<file path="config.mk">
export PLATFORM = sky130hd
export DESIGN_NAME = stream_demux_1to2
export DESIGN_NICKNAME = d
export VERILOG_FILES = /design/src/rtl/demux_pkg.sv /design/src/rtl/demux_fifo2.sv /design/src/rtl/stream_demux_1to2.sv
export SDC_FILE = /design/constraint.sdc
export NUM_CORES = 1
export LEC_CHECK = 0
export ABC_AREA = 1
export CAP_MARGIN = 5
export CORE_AREA = 3 3 57 59
export CTS_BUF_LIST = sky130_fd_sc_hd__clkbuf_4 sky130_fd_sc_hd__clkbuf_8
export DETAILED_ROUTE_END_ITERATION = 10
export DIE_AREA = 0 0 60 62
export GPL_TIMING_DRIVEN = 0
export PLACE_DENSITY = 0.67
export SYNTH_ARGS = -nofsm -noshare
export SYNTH_HDL_FRONTEND = slang
export SYNTH_SLANG_ARGS = --single-unit
</file>
<file path="constraint.sdc">
create_clock -name clk -period 3.25 [get_ports clk]
set_input_delay 0.4875 -clock clk [delete_from_list [all_inputs] [get_ports clk]]
set_output_delay 0.4875 -clock clk [all_outputs]
set_load 0.05 [all_outputs]
</file>
<file path="src/rtl/demux_pkg.sv">
// Shared types for the 1-to-2 stream demultiplexer: channel ids, buffer states, buffer depth.
package demux_pkg;

  typedef enum logic {
    CH0 = 1'b0,
    CH1 = 1'b1
  } chan_e;

  typedef enum logic [1:0] {
    EMPTY = 2'd0,
    ONE   = 2'd1,
    FULL  = 2'd2
  } buf_state_e;

  localparam int BUF_DEPTH = 2;

endpackage

</file>
<file path="src/rtl/demux_fifo2.sv">
// Two-entry output buffer: mem[0] is always the head, mem[1] holds the second word when full.
module demux_fifo2
  import demux_pkg::*;
#(
  parameter int DATA_W = 2
) (
  input  logic              clk,
  input  logic              rst_n,
  input  logic              push,
  input  logic [DATA_W-1:0] din,
  input  logic              pop,
  output logic              full,
  output logic              empty,
  output logic [DATA_W-1:0] head
);

  localparam logic [1:0] ST_EMPTY = EMPTY;
  localparam logic [1:0] ST_ONE   = ONE;
  localparam logic [1:0] ST_FULL  = FULL;

  logic [1:0]        state_p0;
  logic [DATA_W-1:0] mem_p0 [BUF_DEPTH];

  always_ff @(posedge clk or negedge rst_n) begin
    if (!rst_n) begin
      state_p0 <= ST_EMPTY;
      for (int i = 0; i < BUF_DEPTH; i++) mem_p0[i] <= '0;
    end else begin
      case (state_p0)
        ST_EMPTY: begin
          if (push) begin
            mem_p0[0] <= din;
            state_p0  <= ST_ONE;
          end
        end
        ST_ONE: begin
          // Push with pop replaces the head in place; occupancy is unchanged.
          if (push && pop) begin
            mem_p0[0] <= din;
          end else if (push) begin
            mem_p0[1] <= din;
            state_p0  <= ST_FULL;
          end else if (pop) begin
            state_p0  <= ST_EMPTY;
          end
        end
        ST_FULL: begin
          // No refill while full: the caller cannot push in this state.
          if (pop) begin
            mem_p0[0] <= mem_p0[1];
            state_p0  <= ST_ONE;
          end
        end
        default: state_p0 <= ST_EMPTY;
      endcase
    end
  end

  assign full  = (state_p0 == ST_FULL);
  assign empty = (state_p0 == ST_EMPTY);
  assign head  = mem_p0[0];

endmodule

</file>
<file path="src/rtl/stream_demux_1to2.sv">
// Registered 1-to-2 valid/ready demultiplexer with a 2-entry buffer per channel.
// Optional per-channel accepted-word counters are built when DEMUX_STATS_EN is defined.
module stream_demux_1to2
  import demux_pkg::*;
#(
  parameter int DATA_W = 2,
  parameter int CNT_W  = 8
) (
  input  logic              clk,
  input  logic              rst_n,
  input  logic              in_valid,
  output logic              in_ready,
  input  logic [DATA_W-1:0] in_data,
  input  logic              sel,
  output logic              out0_valid,
  input  logic              out0_ready,
  output logic [DATA_W-1:0] out0_data,
  output logic              out1_valid,
  input  logic              out1_ready,
  output logic [DATA_W-1:0] out1_data,
  output logic [CNT_W-1:0]  cnt0,
  output logic [CNT_W-1:0]  cnt1
);

  logic full0, full1, empty0, empty1;
  logic push0, push1, pop0, pop1;
  logic xfer;

  // Ready depends only on the selected buffer, never on in_valid.
  assign in_ready = (sel == CH1) ? !full1 : !full0;
  assign xfer     = in_valid && in_ready;
  assign push0    = xfer && (sel == CH0);
  assign push1    = xfer && (sel == CH1);
  assign pop0     = out0_valid && out0_ready;
  assign pop1     = out1_valid && out1_ready;

  demux_fifo2 #(.DATA_W(DATA_W)) u_buf0 (
    .clk   (clk),
    .rst_n (rst_n),
    .push  (push0),
    .din   (in_data),
    .pop   (pop0),
    .full  (full0),
    .empty (empty0),
    .head  (out0_data)
  );

  demux_fifo2 #(.DATA_W(DATA_W)) u_buf1 (
    .clk   (clk),
    .rst_n (rst_n),
    .push  (push1),
    .din   (in_data),
    .pop   (pop1),
    .full  (full1),
    .empty (empty1),
    .head  (out1_data)
  );

  assign out0_valid = !empty0;
  assign out1_valid = !empty1;

`ifdef DEMUX_STATS_EN
  logic [CNT_W-1:0] cnt0_p0, cnt1_p0;

  always_ff @(posedge clk or negedge rst_n) begin
    if (!rst_n) begin
      cnt0_p0 <= '0;
      cnt1_p0 <= '0;
    end else begin
      if (push0) cnt0_p0 <= cnt0_p0 + CNT_W'(1);
      if (push1) cnt1_p0 <= cnt1_p0 + CNT_W'(1);
    end
  end

  assign cnt0 = cnt0_p0;
  assign cnt1 = cnt1_p0;
`else
  assign cnt0 = '0;
  assign cnt1 = '0;
`endif

endmodule

</file>
### Word level (Yosys, flattened, before mapping)

Index checks and enable logic that the tools add are counted.
W data, S select, Z words.

| operators by class | value |
|---|---|
| equal/unequal tests | 14 |
| mux-type cells | 21 |
| bitwise logic cells | 3 |
| reductions and logical operators | 21 |

Operator list:

| operator | count |
|---|---|
| $mux W2 | 16 |
| $pmux W2 S3 | 4 |
| $reduce_and A4 Y1 | 4 |
| $ne A2 B1 Y1 const B | 6 |
| $logic_and A1 B1 Y1 | 7 |
| $ne A3 B1 Y1 const B | 2 |
| $reduce_and A3 Y1 | 2 |
| $reduce_bool A3 Y1 | 2 |
| $eq A2 B1 Y1 const B | 2 |
| $eq A2 B2 Y1 const B | 2 |
| $logic_not A1 Y1 | 4 |
| $logic_not A2 Y1 | 2 |
| $ne A2 B2 Y1 const B | 2 |
| $not A1 Y1 | 3 |
| $mux W1 | 1 |

| word-level totals | value |
|---|---|
| bits in registers | 12 |
| bits of input ports | 8 |
| output and inout port bits | 23 |
| word-level logic and storage cells | 65 |

### Longest topological paths before layout

| logic depth | value |
|---|---|
| depth in word-level cells | 8 |
| gate-level depth with buffers | 8 |
| depth with buffers taken out | 8 |

### Cells and area by module

A second synthesis with hierarchy kept.

| second synthesis, totals | value |
|---|---|
| cells, all modules | 128 |
| area total of the unflattened synthesis | 855.8 µm² |

By module, submodules not included:

| module | times used | cells each | area each (µm²) | seq. area each (µm²) |
|---|---|---|---|---|
| demux_fifo2 | 2 | 48 | 335.3 | 150.1 |
| stream_demux_1to2 | 1 | 32 | 185.2 | 0.0 |

### Worst setup path before layout

Ideal clock, no wire load.

| path | value |
|---|---|
| kind | input-to-output |
| from | input sel |
| to | output in_ready |
| arrival | 1.660 ns |
| data required time | 2.762 ns |
| slack | 1.103 ns |
| stages on the path | 2 |
| buffers on the path | 0 |
| cells stage by stage | inv_1 -> o21ai_0 |

| between the ends | value |
|---|---|
| longest elaborated chain between the ends | 1 |

Ends and longest elaborated chain:

| element | RTL line | source |
|---|---|---|
| start, declared | stream_demux_1to2.sv:14 | `input logic sel,` |
| $mux W1 | stream_demux_1to2.sv:30 | `assign in_ready = (sel == CH1) ? !full1 : !full0;` |
| end, declared | stream_demux_1to2.sv:12 | `output logic in_ready,` |

Every way passes these cells.

### Worst setup path in the final report

Ends and elaborated chain as after synthesis.

==> flow_summary.json <==
{
  "max_slew_margin_pct": 63.40,
  "hold_path_class": "flop to flop",
  "p_leak_uw": 0.0005831,
  "placed_cell_area_um2": 1055,
  "power_density_nw_per_um2": 577.8,
  "grt_max_degree": 13,
  "worstSkewPairLatency_ps": 270,
  "finalCritPeriodShare_pct": 81.33,
  "cts_setup_buffers": 0,
  "drive_gt1_share_pct": 26.28,
  "hpwl_mm": 1.281,
  "cts-hold-fix-buffers": 0,
  "hold_violations": 0,
  "synth_cell_types": 20,
  "crit_type": "primary input to output port",
  "die_y_um": 62,
  "reg2reg_from": "u_buf1.state_p0[1]",
  "cts.repair.resized": 0,
  "fin_area_um2": 1077,
  "syn-cell-area_um2": 819.5,
  "worstMarginPinSlew_ps": 547.3,
  "outcome": "finished clean",
  "avgSynthCellArea_um2": 7.805,
  "ir_drop_mv": 0.6182,
  "fin_tns_setup_ps": 0,
  "antenna_found_initial": 0,
  "cts-root-buf": "clkbuf_4",
  "drt_iter0_markers": 25,
  "synth_top_area_share_pct": 36.64,
  "rows": 19,
  "synth.area.top_cells": "dfrtp_1 (37%), buf_4 (18%), nand2_1 (12%), o21ai_0 (7.3%), inv_1 (5.5%)",
  "htree_levels": 1,
  "wl_per_cell_um": 9.369,
  "fp.coreArea_um2": 2758,
  "instances_no_fill": 168,
  "r2r_slack_ps": 2120,
  "finalClockSkew_ps": 0.4107,
  "die_area_um2": 3720,
  "cts_tree": "built",
  "required_ps": 2760,
  "hp-start": "u_buf0.head[1]",
  "fin_crit_ps": 2643,
  "portBuffers": 14,
  "fmax_ghz": 0.3783,
  "worstPathMaxFanout": 4,
  "rsz0062_at_grt": "false",
  "cp-end-kind": "output port",
  "drc": 0,
  "n_antenna_cell": 0,
  "hold_depth": 2,
  "cp.arrival_ps": 2160,
  "cts_max_path_buffers": 2,
  "grt_overflow_total": 0,
  "grt_pass1_wl_mm": 2.580,
  "cts_buffers": 3,
  "globalRouteTotalUtil_pct": 9.209,
  "ys_seq_area_share_pct": 36.64,
  "worstReg2RegEnd": "u_buf1.head[0]",
  "gp_congestion": 0.6803,
  "io_pins": 31,
  "reg2regPathDepth": 6,
  "setup_ws_ps": 606.7,
  "synth_area_leader_cell": "dfrtp_1",
  "ant_nets": 0,
  "pre_cts_ws_ps": 591.8,
  "worst_setup_hold_path_clk_slew_ps": 70,
  "slew_violations": 0,
  "cts.sinks": 12,
  "start_util_pct": 29.72,
  "drv_cap": 0,
  "wl_mm": 1.574,
  "first_pass_iters": 4,
  "setup_viol": 0,
  "hold_path_end": "u_buf0.head[1]",
  "die_w_um": 60,
  "place_inst": 165,
  "via_per_inst": 4.054,
  "synth_cells": 105,
  "nets": 147,
  "start_kind": "primary input",
  "num_vias": 681,
  "yosysWarnings": 0,
  "grt_pass1_vias": 619,
  "synthToLayoutAreaGrowth_pct": 31.45,
  "ys_ff_latch": 12
}
[worst max path at each step]
stage / endpoint / start / slack, ps / cells after the start
after global placement: in_ready / sel / 620 / 4
after global routing: in_ready / sel / 520 / 4
final: in_ready / sel / 610 / 4
after floorplan: in_ready / sel / 1100 / 2
after CTS: in_ready / sel / 590 / 4
after detailed placement: in_ready / sel / 590 / 4
[per-stage QoR]
step                hold slack, ps  total power, µW  utilization (%)
floorplan                    191.9            455.7                -
global placement             466.0            526.8            38.25
detailed placement           466.6            533.2            38.25
CTS                          486.2            625.6            39.07
global route                 508.8            659.9            39.07
finish                       481.8            622.5            39.07
[cell families (layout without fill, tap and decap cells)]
| family | Yosys count | in the layout | share of synthesized area (%) |
|---|---|---|---|
| simple gates | 43 | 43 | 28.85 |
| flops | 12 | 12 | 36.64 |
| buf+inv | 34 | 51 | 24.73 |
| compound gates | 15 | 15 | 9.314 |
| other cells | 1 | 16 | 0.4576 |
[critical path: stages]
cell and delay, ps:
clkdlybuf4s50_1 550, inv_1 110, o21ai_0 180, clkdlybuf4s50_1 820
[synthesized netlist by cell type]
cell,number
nand2_1,26
buf_4,20
dfrtp_1,12
inv_1,12
o21ai_0,12
nor2_2,4
a21oi_1,2
inv_2,2
nand2_4,2
nand3_1,2
nand4_1,2
conb_1,1
nand2_2,1
nand3_2,1
nand3_4,1
nand3b_1,1
nand4_2,1
nor2_1,1
nor2_4,1
o22ai_1,1
[layer usage]
layer / vias up / GRT usage [%] / share of wire, %
met2: 24 / 17.28 / 49
met1: 297 / 9.560 / 42
met3: 0 / 3.926 / 8.8
met5: - / 0 / 0
li1: 360 / - / -
met4: 0 / 1.899 / 0
[power breakdown]
part           switching, µW  total, µW  internal, µW
Combinational            203        314           111
Clock                   47.9       90.8          42.9
Sequential              22.9        218           195
Total                    274        623           349
[placed cells by master (no fill, tap or decap), drive strengths merged]
| master | Yosys | layout |
|---|---|---|
| o22ai | 1 | 1 |
| a21oi | 2 | 2 |
| buf | 20 | 20 |
| nand2 | 29 | 29 |
| nor2 | 6 | 6 |
| nand3b | 1 | 1 |
| inv | 14 | 14 |
| clkdlybuf4s50 | 0 | 14 |
| clkbuf | 0 | 3 |
| nand3 | 4 | 4 |
| conb | 1 | 16 |
| nand4 | 3 | 3 |
| o21ai | 12 | 12 |
| dfrtp | 12 | 12 |
[area by class of cell]
type,count,area [µm²]
fill,288,1680
tap,31,38.79
clock buffer,3,22.52
inverter,14,52.55
timing repair buffer,14,140.1
multi-input combinational,74,372.9
buffer,20,150.1
sequential,12,300.3
[state kept, by name (all words and copies together) (netlist names)]
register	count
u_buf1.mem_p0	2
u_buf0.state_p0	2
u_buf0.mem_p0	2
u_buf1.state_p0	2
u_buf0.head	2
u_buf1.head	2
(Power assumes the default switching activity.)
